**src/rtl/gemcsc_slope_lut_sched.sv**
```systemverilog
// -----------------------------------------------------------------------------
// gemcsc_slope_lut_sched
//
// Schedules a batch of GEM-CSC slope lookups onto the two read ports of the
// slope ROM. One start pulse latches up to NREQ requests. Out-of-range
// addresses are answered locally with OOR_VALUE and never use a ROM cycle.
// In-range requests are served two per clock, always lowest slot index first.
//
// Ports:
//   clock        in   system clock, all logic on the rising edge
//   global_reset in   asynchronous active-high reset
//   start        in   single-cycle pulse that latches a new batch
//   req_vld      in   [NREQ] per-slot request valid, sampled with start
//   req_adr      in   [NREQ*MXADRB] packed slot addresses, sampled with start
//   rom_adr0/1   out  [MXADRB] ROM read port addresses
//   rom_rd0/1    in   [MXDATB] ROM read data, combinational from rom_adr0/1
//   res_data     out  [NREQ*MXDATB] packed per-slot results (registered)
//   res_vld      out  [NREQ] per-slot result valid (registered)
//   busy         out  high while in ISSUE or DONE
//   done         out  one-cycle pulse when the batch completes
//   overrun      out  one-cycle pulse after a start arrived while busy
// -----------------------------------------------------------------------------
module gemcsc_slope_lut_sched #(
    parameter int                NREQ      = 8,
    parameter int                MXADRB    = 7,
    parameter int                MXDATB    = 4,
    parameter int                ROMLENGTH = 80,
    parameter logic [MXDATB-1:0] OOR_VALUE = '1
) (
    input  logic                     clock,
    input  logic                     global_reset,
    input  logic                     start,
    input  logic [NREQ-1:0]          req_vld,
    input  logic [NREQ*MXADRB-1:0]   req_adr,
    output logic [MXADRB-1:0]        rom_adr0,
    output logic [MXADRB-1:0]        rom_adr1,
    input  logic [MXDATB-1:0]        rom_rd0,
    input  logic [MXDATB-1:0]        rom_rd1,
    output logic [NREQ*MXDATB-1:0]   res_data,
    output logic [NREQ-1:0]          res_vld,
    output logic                     busy,
    output logic                     done,
    output logic                     overrun
);

    localparam logic [1:0] ST_IDLE  = 2'd0;
    localparam logic [1:0] ST_ISSUE = 2'd1;
    localparam logic [1:0] ST_DONE  = 2'd2;

    // One extra bit so the limit never truncates against the address width.
    localparam logic [MXADRB:0]  ROM_LIMIT = (MXADRB+1)'(ROMLENGTH);
    localparam logic [NREQ-1:0]  ONE_N     = {{(NREQ-1){1'b0}}, 1'b1};

    // Isolates the lowest set bit of a vector (one-hot, or zero if empty).
    function automatic logic [NREQ-1:0] lowest_bit(input logic [NREQ-1:0] v);
        return v & (~v + ONE_N);
    endfunction

    logic [1:0]               state_q,    state_d;
    logic [NREQ-1:0]          pending_q,  pending_d;
    logic [NREQ*MXADRB-1:0]   adr_q,      adr_d;
    logic [NREQ*MXDATB-1:0]   res_data_q, res_data_d;
    logic [NREQ-1:0]          res_vld_q,  res_vld_d;
    logic                     overrun_q,  overrun_d;

    logic [NREQ-1:0]          sel0_s;
    logic [NREQ-1:0]          sel1_s;
    logic [MXADRB-1:0]        mux0_s;
    logic [MXADRB-1:0]        mux1_s;

    // Pick the two lowest pending slots and mux out their latched addresses.
    always_comb begin
        sel0_s = lowest_bit(pending_q);
        sel1_s = lowest_bit(pending_q & ~sel0_s);
        mux0_s = '0;
        mux1_s = '0;
        for (int i = 0; i < NREQ; i++) begin
            if (sel0_s[i]) begin
                mux0_s = mux0_s | adr_q[i*MXADRB +: MXADRB];
            end else begin
                mux0_s = mux0_s;
            end
            if (sel1_s[i]) begin
                mux1_s = mux1_s | adr_q[i*MXADRB +: MXADRB];
            end else begin
                mux1_s = mux1_s;
            end
        end
    end

    // Batch state machine: latch, serve two slots per cycle, signal completion.
    always_comb begin
        state_d    = state_q;
        pending_d  = pending_q;
        adr_d      = adr_q;
        res_data_d = res_data_q;
        res_vld_d  = res_vld_q;
        overrun_d  = start && (state_q != ST_IDLE);
        case (state_q)
            ST_IDLE: begin
                if (start) begin
                    adr_d      = req_adr;
                    res_vld_d  = '0;
                    res_data_d = '0;
                    pending_d  = '0;
                    for (int i = 0; i < NREQ; i++) begin
                        if (!req_vld[i]) begin
                            pending_d[i] = 1'b0;
                        end else if ({1'b0, req_adr[i*MXADRB +: MXADRB]} >= ROM_LIMIT) begin
                            // Out of range: answered here, no ROM cycle.
                            res_data_d[i*MXDATB +: MXDATB] = OOR_VALUE;
                            res_vld_d[i]                   = 1'b1;
                        end else begin
                            pending_d[i] = 1'b1;
                        end
                    end
                    state_d = (pending_d != '0) ? ST_ISSUE : ST_DONE;
                end else begin
                    state_d = ST_IDLE;
                end
            end
            ST_ISSUE: begin
                for (int i = 0; i < NREQ; i++) begin
                    if (sel0_s[i]) begin
                        res_data_d[i*MXDATB +: MXDATB] = rom_rd0;
                        res_vld_d[i]                   = 1'b1;
                        pending_d[i]                   = 1'b0;
                    end else if (sel1_s[i]) begin
                        res_data_d[i*MXDATB +: MXDATB] = rom_rd1;
                        res_vld_d[i]                   = 1'b1;
                        pending_d[i]                   = 1'b0;
                    end else begin
                        pending_d[i] = pending_q[i];
                    end
                end
                state_d = ((pending_q & ~sel0_s & ~sel1_s) == '0) ? ST_DONE : ST_ISSUE;
            end
            ST_DONE: begin
                state_d = ST_IDLE;
            end
            default: begin
                state_d   = ST_IDLE;
                pending_d = '0;
            end
        endcase
    end

    // State and result registers with asynchronous reset.
    always_ff @(posedge clock or posedge global_reset) begin
        if (global_reset) begin
            state_q    <= ST_IDLE;
            pending_q  <= '0;
            adr_q      <= '0;
            res_data_q <= '0;
            res_vld_q  <= '0;
            overrun_q  <= 1'b0;
        end else begin
            state_q    <= state_d;
            pending_q  <= pending_d;
            adr_q      <= adr_d;
            res_data_q <= res_data_d;
            res_vld_q  <= res_vld_d;
            overrun_q  <= overrun_d;
        end
    end

    // ROM addresses are only driven while issuing; zero otherwise.
    assign rom_adr0 = (state_q == ST_ISSUE) ? mux0_s : '0;
    assign rom_adr1 = (state_q == ST_ISSUE) ? mux1_s : '0;

    assign res_data = res_data_q;
    assign res_vld  = res_vld_q;
    assign busy     = (state_q == ST_ISSUE) || (state_q == ST_DONE);
    assign done     = (state_q == ST_DONE);
    assign overrun  = overrun_q;

endmodule

```
**config.mk**
```make
export PLATFORM = sky130hd
export DESIGN_NAME = gemcsc_slope_lut_sched
export DESIGN_NICKNAME = d
export VERILOG_FILES = /design/src/rtl/gemcsc_slope_lut_sched.sv
export SDC_FILE = /design/constraint.sdc
export NUM_CORES = 1
export LEC_CHECK = 0
export CORE_MARGIN = 2
export CORE_UTILIZATION = 40
export CTS_BUF_LIST = sky130_fd_sc_hd__clkbuf_4 sky130_fd_sc_hd__clkbuf_8
export CTS_CLUSTER_DIAMETER = 150
export CTS_CLUSTER_SIZE = 14
export DETAILED_ROUTE_END_ITERATION = 10
export GPL_TIMING_DRIVEN = 0
export PLACE_DENSITY = 0.69
export SYNTH_ARGS = -nofsm -noshare
export SYNTH_HDL_FRONTEND = slang
export SYNTH_SLANG_ARGS = --single-unit
```
**constraint.sdc**
```tcl
create_clock -name clock -period 5.6 [get_ports clock]
set_input_delay 0.84 -clock clock [delete_from_list [all_inputs] [get_ports clock]]
set_output_delay 0.84 -clock clock [all_outputs]
set_load 0.005 [all_outputs]
```
==> impl_metrics.toml <==
[min_path]
hold_path.class = "flop to flop"

[floorplanning]
io_pins = 132
rows = 44
die_w_um = 126.8
die_y_um = 126.8
coreArea_um2 = 14640
start_util = 0.4116
die_area_um2 = 16070

[logic_synthesis]
ys_seq_elements = 107
synth_cell_types = 64
avgSynthCellArea_um2 = 10.25
synthFlopType = "dfrtp_1"
syn_inst = 588
synthArstFlopShare = 1.000
synth.cell_area_um2 = 6027
yosysWarnings = 0
syn-num-nets = 666
yosysSeqAreaShare = 0.4443
synth_edf_count = 0

[clocking]
post-cts-setup-buffers = 0
cts_buffers = 9
clock_latency_ps = 400
clk_pin_slew_ps = 110
cts_sinks = 107
cts_tree = "yes"
clk_path_buf_depth = 2
holdBufCountCts = 0
htreeDepth = 3
postCtsResizedCells = 0
cts_root_buffer = "clkbuf_8"

[global_route]
grt_max_degree = 58
grt.total_usage = 0.2446
grt_pass1_wl_mm = 30.42
grt_pass1_vias = 5576
grt-ovfl-total = 0
antenna_found_initial = 0

[timing]
period_share = 0.7767
worst_hold_slack_ps = 482.7
slew_headroom = 0.4113
maxClockFrequency_mhz = 229.9
worst_pin_slew_ps = 858.5
period_needed_ps = 4350
finalSetupTns_ps = 0
hold_viol_final = 0
maxSlewViolCount = 0
finalSetupViolCount = 0
rsz0062_at_grt = "no"
fin_skew_ps = 16.75

[power]
power_frac_seq = 0.397
vdd_drop_max_mv = 0.1869
combPwrFrac = 0.437
swShare = 0.3708
p_int_mw = 2.118
p_clk_frac = 0.166
p_leak_nw = 3.175
power_density_nw_per_um2 = 431.9
power_switching_mw = 1.248

[worst_setup_path]
critical_path.cell_chain = "inv_1 -> ha_1 -> clkbuf_1 -> clkbuf_1 -> clkbuf_1 -> o31a_1 -> a221o_1 -> clkdlybuf4s50_1"
slowest_delay_ps = 550
cp-end-kind = "primary output"
path_class = "flop to primary output"
cp.required_ps = 4760
crit_slowest_cell = "clkbuf_1"
crit_fanout = 10
crit_buf_inv = 5
critPathLaunchType = "flop"
cp_top_family = "buffers and inverters"
cp.arrival_ps = 3510
crit_path_frequent_cell = "clkbuf_1"

[place]
io_buffers = 127
gp_congestion = 0.9147
place_inst = 900
dp_hpwl_mm = 15.34

[drt]
viasPerCell = 5.995
routed_wl_mm = 19.70
first_pass_iters = 5
avgRoutedWirePerCell_um = 21.50
drc = 0
dr.first_iter.drc_count = 471
ant_nets = 0
vias = 5491

[cells_and_area]
antenna_cells = 0
final_common_cell = "clkdlybuf4s50_1"
final_cell_mix = "127 x clkdlybuf4s50_1, 107 x dfrtp_1, 64 x mux2_2"
fin_cells = 916
fin_util = 0.5322
fillers = 1336
drive_above_1_share = 0.1585
nNetsFinal = 805
area_growth_pct = 29.31

[job]
cap_violations = 0

[run_status]
status = "finished clean"
## Yosys cell counts (all sizes together), types with 2 or more instances
| cell | count | share of area |
|---|---|---|
| a211oi | 9 | 0.011 |
| a21boi | 7 | 0.0087 |
| a21o | 10 | 0.012 |
| a21oi | 16 | 0.013 |
| a221o | 14 | 0.023 |
| a221oi | 7 | 0.010 |
| a222oi | 7 | 0.012 |
| a22o | 7 | 0.010 |
| a22oi | 10 | 0.012 |
| a311oi | 6 | 0.013 |
| a31o | 3 | 0.0044 |
| a31oi | 21 | 0.024 |
| a32o | 4 | 0.0066 |
| and2 | 3 | 0.0031 |
| and3 | 8 | 0.0083 |
| buf | 22 | 0.020 |
| clkbuf | 22 | 0.014 |
| dfrtp | 107 | 0.44 |
| ha | 3 | 0.0062 |
| inv | 17 | 0.011 |
| maj3 | 2 | 0.0037 |
| mux2 | 64 | 0.12 |
| mux2i | 19 | 0.032 |
| nand2 | 62 | 0.039 |
| nand2b | 4 | 0.0042 |
| nand3 | 10 | 0.0083 |
| nor2 | 30 | 0.019 |
| nor2b | 5 | 0.0052 |
| nor3 | 11 | 0.011 |
| nor4 | 2 | 0.0031 |
| o2111ai | 2 | 0.0029 |
| o211a | 3 | 0.0050 |
| o211ai | 3 | 0.0037 |
| o21a | 4 | 0.0050 |
| o21ai | 33 | 0.029 |
| o221ai | 2 | 0.0029 |
| o22ai | 3 | 0.0052 |
| o2bb2ai | 2 | 0.0029 |
| o31a | 7 | 0.010 |
| or2 | 2 | 0.0021 |
| or4 | 3 | 0.0037 |
| xor2 | 2 | 0.0029 |
## power by group through the flow
stage          Combinational (mW)  Clock, mW  Sequential (mW)
2_1_floorplan               0.843          0             1.27
3_3_place_gp                 1.42          0             1.34
3_5_place_dp                 1.46          0             1.36
4_1_cts                      1.47      0.570             1.34
5_1_grt                      1.58      0.599             1.37
6_report                     1.47      0.560             1.34
## worst register-to-register path, stage by stage, from the launching register on
cell and delay, ps:
dfrtp_1 400, inv_1 80, ha_1 180, clkbuf_1 460, clkbuf_1 510, clkbuf_1 560
a31oi_1 190, mux2_2 310
## worst paths after layout
kind                                   startpoint  slack [ps]  depth (start not counted)                       end
max in group asynchronous            global_reset        3970                          3     adr_q[54]$_DFFE_PP0P_
hold / removal             res_vld[2]$_DFFE_PP0P_         480                          2    res_vld[2]$_DFFE_PP0P_
setup / recovery             state_q[1]$_DFF_PP0_        1250                          8               rom_adr1[5]
hold reg to reg            res_vld[2]$_DFFE_PP0P_         480                          2    res_vld[2]$_DFFE_PP0P_
setup reg to reg             state_q[1]$_DFF_PP0_        2810                          7  res_data[22]$_DFFE_PP0P_
min in group asynchronous            global_reset         900                          2  res_data[26]$_DFFE_PP0P_
## kinds of logic (layout without fill, tap and decap cells)
kind of cell,count (synthesis),after routing,synth area share
and+or+nand+nor,145,145,0.1125
adders and majority gates,5,5,0.009965
DFF,107,107,0.4443
buffers and inverters,62,206,0.04443
AOI/OAI and AO/OA,184,184,0.2348
muxes,83,83,0.1511
xor gates and xnor gates,2,2,0.002907
## layer usage
layer / vias up / part of all wire / global-route usage
met5: - / 0 / 0
met4: 0 / 0.024 / 0.08662
met3: 36 / 0.064 / 0.04471
met2: 259 / 0.50 / 0.4267
met1: 2702 / 0.41 / 0.3051
li1: 2494 / - / -
## state kept, by name (all words and copies together) (netlist names)
register and cells:
adr_q 56, overrun 1, pending_q 8, res_data 32, res_vld 8, state_q 2
## area by class of cell
type / count / area [µm²] / share of cell area
well taps: 184 / 230.2 / 0.02954
flip-flops and latches: 107 / 2678 / 0.3436
multi-input cells: 419 / 3082 / 0.3954
repair buffers: 128 / 1299 / 0.1666
inverters: 18 / 70.07 / 0.008990
clock inverters: 5 / 83.83 / 0.01076
clock buffers: 11 / 151.4 / 0.01943
plain buffers: 44 / 200.2 / 0.02569
## per-stage QoR
step	instance area (µm²)	setup slack [ps]	total power, mW
3_5_place_dp	7559	1779	2.813
5_1_grt	7794	1119	3.549
2_1_floorplan	6027	1943	2.113
6_report	7794	1250	3.366
3_3_place_gp	7528	410.8	2.757
4_1_cts	7794	1307	3.373
(Power assumes the default switching activity.)
